--- src/rtl/crc_pkg.sv ---
// Shared types for the streaming CRC engine: FSM states and common CRC presets.
package crc_pkg;

  localparam int unsigned PRESET_W = 32;

  typedef enum logic [0:0] {
    ACCUM = 1'b0,
    DONE  = 1'b1
  } crc_state_e;

  typedef struct packed {
    logic [PRESET_W-1:0] poly;
    logic [PRESET_W-1:0] init;
    logic [PRESET_W-1:0] xor_out;
  } crc_preset_t;

  // Values are right-aligned; narrower CRCs take the low bits.
  localparam crc_preset_t CRC16_CCITT  = '{poly: 32'h0000_1021, init: 32'h0000_FFFF, xor_out: 32'h0000_0000};
  localparam crc_preset_t CRC16_XMODEM = '{poly: 32'h0000_1021, init: 32'h0000_0000, xor_out: 32'h0000_0000};
  localparam crc_preset_t CRC32_BZIP2  = '{poly: 32'h04C1_1DB7, init: 32'hFFFF_FFFF, xor_out: 32'hFFFF_FFFF};

endpackage

--- src/rtl/crc_step.sv ---
// Combinational MSB-first CRC update over one DATA_W-bit beat.
module crc_step #(
  parameter int unsigned      CRC_W  = 16,
  parameter logic [CRC_W-1:0] POLY   = CRC_W'(16'h1021),
  parameter int unsigned      DATA_W = 8
) (
  input  logic [CRC_W-1:0]  crc_i,
  input  logic [DATA_W-1:0] data_i,
  output logic [CRC_W-1:0]  crc_o
);

  logic [CRC_W-1:0] r;
  logic             fb;

  always_comb begin
    r  = crc_i;
    fb = 1'b0;
    for (int i = int'(DATA_W) - 1; i >= 0; i--) begin
      fb = r[CRC_W-1] ^ data_i[i];
      r  = {r[CRC_W-2:0], 1'b0} ^ (fb ? POLY : '0);
    end
    crc_o = r;
  end

endmodule

--- src/rtl/crc_stream.sv ---
// Framed ready/valid CRC engine; result held until consumed downstream.
// Define CRC_STREAM_RESIDUE_EN to add the RESIDUE parameter and o_match output.
module crc_stream
  import crc_pkg::*;
#(
  parameter int unsigned      CRC_W   = 16,
  parameter logic [CRC_W-1:0] POLY    = CRC_W'(16'h1021),
  parameter logic [CRC_W-1:0] INIT    = CRC_W'(16'hFFFF),
  parameter logic [CRC_W-1:0] XOR_OUT = CRC_W'(16'h0000),
  parameter int unsigned      DATA_W  = 8,
  parameter int unsigned      LEN_W   = 16
`ifdef CRC_STREAM_RESIDUE_EN
  , parameter logic [CRC_W-1:0] RESIDUE = '0
`endif
) (
  input  logic              i_clock,
  input  logic              i_reset,
  input  logic              i_valid,
  output logic              o_ready,
  input  logic [DATA_W-1:0] i_data,
  input  logic              i_last,
  input  logic              i_abort,
  output logic              o_valid,
  input  logic              i_ready,
  output logic [CRC_W-1:0]  o_crc,
  output logic [LEN_W-1:0]  o_beats
`ifdef CRC_STREAM_RESIDUE_EN
  , output logic            o_match
`endif
);

  crc_state_e       state_q, state_d;
  logic [CRC_W-1:0] crc_q, crc_d, step_crc, crc_out_q;
  logic [LEN_W-1:0] cnt_q, cnt_d;
  logic             valid_q, ready_q;

  crc_step #(
    .CRC_W (CRC_W),
    .POLY  (POLY),
    .DATA_W(DATA_W)
  ) u_step (
    .crc_i (crc_q),
    .data_i(i_data),
    .crc_o (step_crc)
  );

  // Next-state: abort beats valid in ACCUM; DONE waits only for i_ready.
  always_comb begin
    state_d = state_q;
    crc_d   = crc_q;
    cnt_d   = cnt_q;
    unique case (state_q)
      ACCUM: begin
        if (i_abort) begin
          crc_d = INIT;
          cnt_d = '0;
        end else if (i_valid) begin
          crc_d = step_crc;
          cnt_d = (&cnt_q) ? cnt_q : cnt_q + LEN_W'(1);
          if (i_last) state_d = DONE;
        end
      end
      DONE: begin
        if (i_ready) begin
          crc_d   = INIT;
          cnt_d   = '0;
          state_d = ACCUM;
        end
      end
      default: state_d = ACCUM;
    endcase
  end

  always_ff @(posedge i_clock) begin
    if (i_reset) begin
      state_q   <= ACCUM;
      crc_q     <= INIT;
      cnt_q     <= '0;
      valid_q   <= 1'b0;
      ready_q   <= 1'b1;
      crc_out_q <= INIT ^ XOR_OUT;
    end else begin
      state_q   <= state_d;
      crc_q     <= crc_d;
      cnt_q     <= cnt_d;
      valid_q   <= (state_d == DONE);
      ready_q   <= (state_d == ACCUM);
      crc_out_q <= crc_d ^ XOR_OUT;
    end
  end

  assign o_valid = valid_q;
  assign o_ready = ready_q;
  assign o_crc   = crc_out_q;
  assign o_beats = cnt_q;

`ifdef CRC_STREAM_RESIDUE_EN
  logic match_q;

  always_ff @(posedge i_clock) begin
    if (i_reset) match_q <= 1'b0;
    else         match_q <= (state_d == DONE) && (crc_d == RESIDUE);
  end

  assign o_match = match_q;
`endif

endmodule

--- config.mk ---
export PLATFORM = sky130hd
export DESIGN_NAME = crc_stream
export DESIGN_NICKNAME = d
export VERILOG_FILES = /design/src/rtl/crc_pkg.sv /design/src/rtl/crc_step.sv /design/src/rtl/crc_stream.sv
export SDC_FILE = /design/constraint.sdc
export NUM_CORES = 1
export LEC_CHECK = 0
export BUFFER_PORTS_ARGS = -buffer_cell sky130_fd_sc_hd__buf_2
export CORE_UTILIZATION = 53
export CTS_BUF_LIST = sky130_fd_sc_hd__clkbuf_4
export CTS_CLUSTER_DIAMETER = 120
export CTS_CLUSTER_SIZE = 12
export DETAILED_ROUTE_END_ITERATION = 10
export PLACE_DENSITY = 0.85
export RECOVER_POWER = 25
export SETUP_SLACK_MARGIN = 0.5
export SYNTH_ARGS = -nofsm -noshare
export SYNTH_HDL_FRONTEND = slang
export SYNTH_SLANG_ARGS = --single-unit
--- constraint.sdc ---
create_clock -name i_clock -period 2.2 [get_ports i_clock]
set_input_delay 0.44 -clock i_clock [delete_from_list [all_inputs] [get_ports i_clock]]
set_output_delay 0.44 -clock i_clock [all_outputs]
set_load 0.005 [all_outputs]
==> results of run 1 <==
[sequential cells by signal, summed over array words and instances, names as in the netlist]
| register | flops |
|---|---|
| o_crc | 16 |
| o_ready | 1 |
| o_beats | 16 |
| o_valid | 1 |
[layout make-up]
cell class	count	area, µm²	share of cell area (%)
Timing Repair Buffer	61	332	14.9
Clock inverter	2	33.8	1.51
Sequential cell	34	694	31.1
Multi-Input combinational cell	150	1060	47.7
Tap cell	44	55.1	2.47
Inverter	4	15.0	0.673
Clock buffer	5	37.5	1.68
[cell usage in the layout (no fill, tap or decap), types with 3 or more instances in the layout]
master	count
a21oi_2	4
a2bb2oi_1	4
buf_4	14
dfxtp_2	8
a2bb2oi_2	3
inv_1	4
xor2_1	6
nor3_1	4
o21ai_0	5
nor4_1	5
clkbuf_4	5
nand3_1	4
dfxtp_1	25
a31oi_1	3
o22a_1	4
clkbuf_1	7
a21oi_1	15
nand2_1	13
xnor2_1	18
nand4_1	6
nor2_1	16
buf_2	40
[layer usage]
layer,GRT usage [%],vias to the layer above
li1,-,845
met1,35.5,887
met2,43.3,100
met3,8.13,12
met4,13.9,0
met5,0,-
[critical path, cell delays in order (launching register included)]
cell and delay (ns):
dfxtp_1 0.42, nand4_1 0.25, or4_4 0.57, o31a_4 0.34
a31oi_1 0.16
[per-stage QoR]
| step | setup slack [ns] | util [%] |
|---|---|---|
| after floorplan | 0.315 | - |
| after global placement | 0.0739 | 66.3 |
| after detailed placement | 0.0525 | 66.3 |
| after CTS | 0.458 | 72.3 |
| after global routing | 0.333 | 73.7 |
| final | 0.377 | 73.7 |
[worst max path at each step]
stage | end | slack (ns)
2_1_floorplan | o_beats[9] | 0.32
3_3_place_gp | o_beats[12] | 0.07
3_5_place_dp | o_beats[12] | 0.05
4_1_cts | o_beats[12] | 0.46
5_1_grt | o_beats[12] | 0.33
6_report | o_beats[12] | 0.38
[kinds of logic (layout without fill, tap and decap cells)]
family,after synthesis,count (layout),synth area share (%)
xor gates and xnor gates,24,24,12.5
muxes,1,1,0.593
AOI/OAI and AO/OA,56,57,22.7
and+or+nand+nor,67,67,20.5
DFF,34,34,40.4
adders and majority gates,1,1,0.742
buffers and inverters,10,72,2.67
[report_power, final]
| part | internal, mW | switching, mW | leakage (nW) | total [mW] |
|---|---|---|---|---|
| clock | 0.229 | 0.218 | 0.0387 | 0.448 |
| sequential | 0.639 | 0.0208 | 0.281 | 0.659 |
| combinational | 0.116 | 0.132 | 0.504 | 0.248 |
| total | 0.984 | 0.371 | 0.824 | 1.36 |
[synthesized netlist by cell type (2+ instances only)]
master and count:
o21ai_0 6, nand4_1 6, o22a_1 4, nand3_1 6, a21oi_1 18, nor2_1 17
dfxtp_1 34, clkbuf_1 4, a21o_1 2, or4_1 2, xor2_1 6, a41oi_1 2
nor3_1 5, o31ai_1 2, or2_2 3, nor4_1 6, and2_1 2, inv_1 4
nand2_1 14, a2bb2oi_1 7, xnor2_1 18, a31oi_1 3
[timing repair]
item,in CTS,in global routing
setup endpoints to repair,12,31
gates cloned,1,0
buffers inserted,5,1
gates resized for setup,20,15
hold buffers,0,0
pin swaps,2,3
==> qor.yml, run 1 <==
critical_path:
  worstPathRequired_ns: 2.48
  crit_path_start_kind: "flop"
  r2r-end: "o_beats[12]"
  critPathKind: "reg -> reg"
  cp.arrival_ns: 2.11
  ff2ff_path_depth: 4
  path_max_fanout: 6
  endpoint_kind: "flop"
  r2r_slack_ns: 0.38
  timing.critical_path.from: "o_beats[14]"
  r2r-start: "o_beats[14]"
clocking:
  cts_buffers: 5
  cts_tree: "built"
  htreeDepth: 2
  cts_buffer_depth: 2
  cts.sinks: 34
  clk_pin_slew_ns: 0.10
  clock_latency_ns: 0.35
  clockRootBuffer: "clkbuf_4"
placement:
  portBuffers: 47
  hpwl_mm: 3.01
  place.gp.congestion: 0.832
  postPlaceCellArea_um2: 2010
  place_inst: 286
global_routing:
  grt_max_degree: 16
  grt_pass1_wl_mm: 7.12
  grt_antenna_before_repair: 0
  grt_remaining_overflow: 0
  grt_pass1_vias: 1575
  grt_usage_pct: 27.9
min_path:
  hp-class: "in -> reg"
  whs_path_depth: 3
  min_to: "o_valid"
  min_from: "i_last"
yosys:
  synth.area.top_cells: "dfxtp_1, xnor2_1, a21oi_1"
  ys.flop_type: "dfxtp_1"
  syn_area_per_cell_um2: 8.74
  yosys_warnings: 0
  synth_top_cell_area_share_pct: 40.4
  yosys.area.top_type: "dfxtp_1"
  synth_edf_count: 0
  yosysUniqueCellTypes: 44
  syn_area_um2: 1690
  synthCells: 193
  synth-seq-cells: 34
  async_flop_share_pct: 0
  ys_seq_area_share_pct: 40.4
  synth_fp_nets: 208
drt:
  vias: 1844
  antenna_left: 0
  met2_wirelength_mm: 2.27
  vias_per_cell: 6.15
  wl_mm: 4.77
  top_layer: "met4"
  first_pass_iters: 7
  wl_met3_um: 390
  drtIter0Drc: 98
  wl_met1_mm: 2.02
  wl_per_cell_um: 15.9
  drc_errors: 0
cells_and_area:
  instances_no_fill: 300
  diodes: 0
  nFillCells: 224
  finalInstanceArea_um2: 2230
  nets: 271
  drive_gt1_share_pct: 37.1
  area_growth_syn_to_layout_pct: 32.3
power:
  ir_worst_vdd_mv: 0.363
  p_leak_nw: 0.824
  power_mw: 1.36
  power.density_nw_per_um2: 607
floorplanning:
  num_rows: 20
  fp.dieH_um: 58.4
  core_um2: 3030
  start_util_pct: 55.7
  die_w_um: 58.4
  io_pins: 48
  die_area_um2: 3410
timing:
  drv_slew: 0
  finalClockSkew_ns: 0.00937
  clock.fmax_ghz: 0.549
  worst_pin_slew_ns: 0.508
  holdWs_ns: 0.368
  setup_tns_ns: 0
  slew_headroom_pct: 66.0
  fin_crit_sh_pct: 82.9
  rsz0062_at_grt: "true"
  setup_viol: 0
  hold_viol: 0
  final.min_clock_period_ns: 1.82
outcome:
  status: "complete, no violations"
flow_run:
  drv_cap: 0
(Power assumes the default switching activity.)
==> run 2, diff against run 1 <==
- ABC_AREA: default -> 1
- CORE_UTILIZATION: 53 -> 55
- PLACE_DENSITY: 0.85 -> 0.86
- clock period: 2.2 -> 1.76 ns (I/O delays scaled with it)
==> run 2 against run 1 <==
Largest power group unchanged. Combinational power grew 80%. Core utilization rose by 8.5 points. Sequential share of layout area fell by 5.7 points. Cell count is 43% higher. Synthesized cell count is 54% higher. Worst setup slack worse by 0.15 ns. Wire length up 32%. Non-clock buffer count rose by 16. Largest cell class unchanged. Design area grew 26%.
==> qor.yml, run 2 <==
outcome:
  status: "complete, no violations"
global_routing:
  grt_pass1_vias: 2124
  grt_max_degree: 16
  grt_usage_pct: 31.2
  grt_remaining_overflow: 0
  grt_antenna_before_repair: 0
  grt_pass1_wl_mm: 9.49
yosys:
  synth_fp_nets: 313
  yosys.area.top_type: "dfxtp_1"
  async_flop_share_pct: 0
  ys_seq_area_share_pct: 34.0
  post-synth-top-count-cell: "nand2_1"
  yosysUniqueCellTypes: 32
  synthCells: 298
  syn_area_um2: 2000
  syn_area_per_cell_um2: 6.71
  ys.flop_type: "dfxtp_1"
  synth_top_cell_area_share_pct: 34.0
  synth_common_cells: "nand2_1, inv_1, dfxtp_1"
  yosys_warnings: 0
  synth-seq-cells: 34
  synth_edf_count: 0
  synth.area.top_cells: "dfxtp_1, nand2_1, inv_1"
cells_and_area:
  seq_area_um2: 714
  final_cell_mix: "nand2_1, inv_1, buf_2, buf_4, nor2_1"
  diodes: 0
  drive_gt1_share_pct: 37.2
  nFillCells: 205
  area_growth_syn_to_layout_pct: 40.3
  multi_input_area_um2: 1270
  layout_commonest_cell: "nand2_1"
  nets: 396
drt:
  vias_per_cell: 5.58
  vias: 2390
  drtIter0Drc: 209
  wl_per_cell_um: 14.8
  first_pass_iters: 5
  wl_mm: 6.32
  drc_errors: 0
  antenna_left: 0
clocking:
  cts_buffers: 5
  clock_latency_ns: 0.37
  cts.sinks: 34
  cts_tree: "built"
  htreeDepth: 2
  cts_buffer_depth: 2
  cts_hold_buf: 0
  clk_pin_slew_ns: 0.11
  clockRootBuffer: "clkbuf_4"
timing:
  worst_pin_slew_ns: 0.334
  fin_crit_sh_pct: 86.9
  clock.fmax_ghz: 0.654
  setup_tns_ns: 0
  drv_slew: 0
  slew_headroom_pct: 77.7
  setup_viol: 0
  rsz0062_at_grt: "true"
  finalClockSkew_ns: 0.00841
  holdWs_ns: 0.289
  final.min_clock_period_ns: 1.53
  hold_viol: 0
  worst_slack_ns: 0.231
critical_path:
  path_max_fanout: 5
  critPathKind: "reg -> reg"
  r2r_slack_ns: 0.23
  crit_path_start_kind: "flop"
  worstPathRequired_ns: 2.07
  cp.arrival_ns: 1.84
  endpoint_kind: "flop"
power:
  ir_worst_vdd_mv: 0.485
  p_leak_nw: 1.37
  power_mw: 1.74
  power.density_nw_per_um2: 621
min_path:
  hp-class: "in -> reg"
flow_run:
  drv_cap: 0
floorplanning:
  die_area_um2: 3880
  fp.dieH_um: 62.3
  io_pins: 48
  core_um2: 3420
  start_util_pct: 58.6
  num_rows: 21
  die_w_um: 62.3
placement:
  place_ws_ns: 0.0355
  place.gp.congestion: 0.881
  portBuffers: 47
  hpwl_mm: 3.53
run 2: per-layer routing:
metal | vias to the layer above | part of all wire [%] | GRT usage [%] | wire [µm]
met5 | - | 0 | 0 | 0
met4 | 0 | 6.5 | 20.3 | 412
met3 | 57 | 8.6 | 7.35 | 543
met2 | 163 | 47 | 54.1 | 3000
met1 | 1079 | 37 | 33.8 | 2360
li1 | 1091 | - | - | -
run 2: final timing paths:
kind | cells past startpoint | from | end
hold / removal | 3 | i_last | o_valid
setup / recovery | 9 | o_beats[1] | o_beats[7]
setup reg to reg | 9 | o_beats[1] | o_beats[7]
hold reg to reg | 2 | o_crc[15] | o_crc[15]
run 2: cell families after synthesis:
| group | Yosys count | synth area share, % |
|---|---|---|
| compound gates | 34 | 10.7 |
| xor+xnor | 19 | 8.32 |
| fa+ha+maj | 1 | 0.625 |
| buf+inv | 53 | 11.2 |
| flops | 34 | 34.0 |
| simple gates | 157 | 35.1 |
run 2: power breakdown:
group	leakage, nW	switching (mW)	total [mW]	internal [mW]
Combinational	1.05	0.252	0.447	0.195
Clock	0.0329	0.292	0.442	0.149
Sequential	0.282	0.0455	0.854	0.808
run 2: critical path: stages (launching register included):
cell	delay, ns
dfxtp_4	0.38
buf_4	0.13
nand2_2	0.09
nor2_4	0.18
nand2_1	0.09
nand2_1	0.10
nand3_1	0.11
nor2_1	0.19
nand2_1	0.08
a21oi_1	0.11
run 2: final cells by class:
| type | instances | share of cell area (%) |
|---|---|---|
| Multi-Input combinational cell | 214 | 45.3 |
| Sequential cell | 34 | 25.5 |
| Timing Repair Buffer | 77 | 18.5 |
| Inverter | 49 | 6.91 |
| Tap cell | 46 | 2.05 |
| Clock buffer | 5 | 1.34 |
| Clock inverter | 3 | 0.535 |
run 2: repair_timing:
action                     CTS  global route
setup buffers               20             6
resized for setup           36            27
setup endpoints to repair   45            57
pin swaps                   11            11
gates cloned                 2             1
run 2: metrics by stage:
step	instances	util, %	cell area (µm²)
after floorplan	298	-	2070
after global placement	391	68.8	2350
after detailed placement	391	68.8	2350
after CTS	421	79.4	2710
after global routing	428	82.2	2810
final	428	82.2	2810
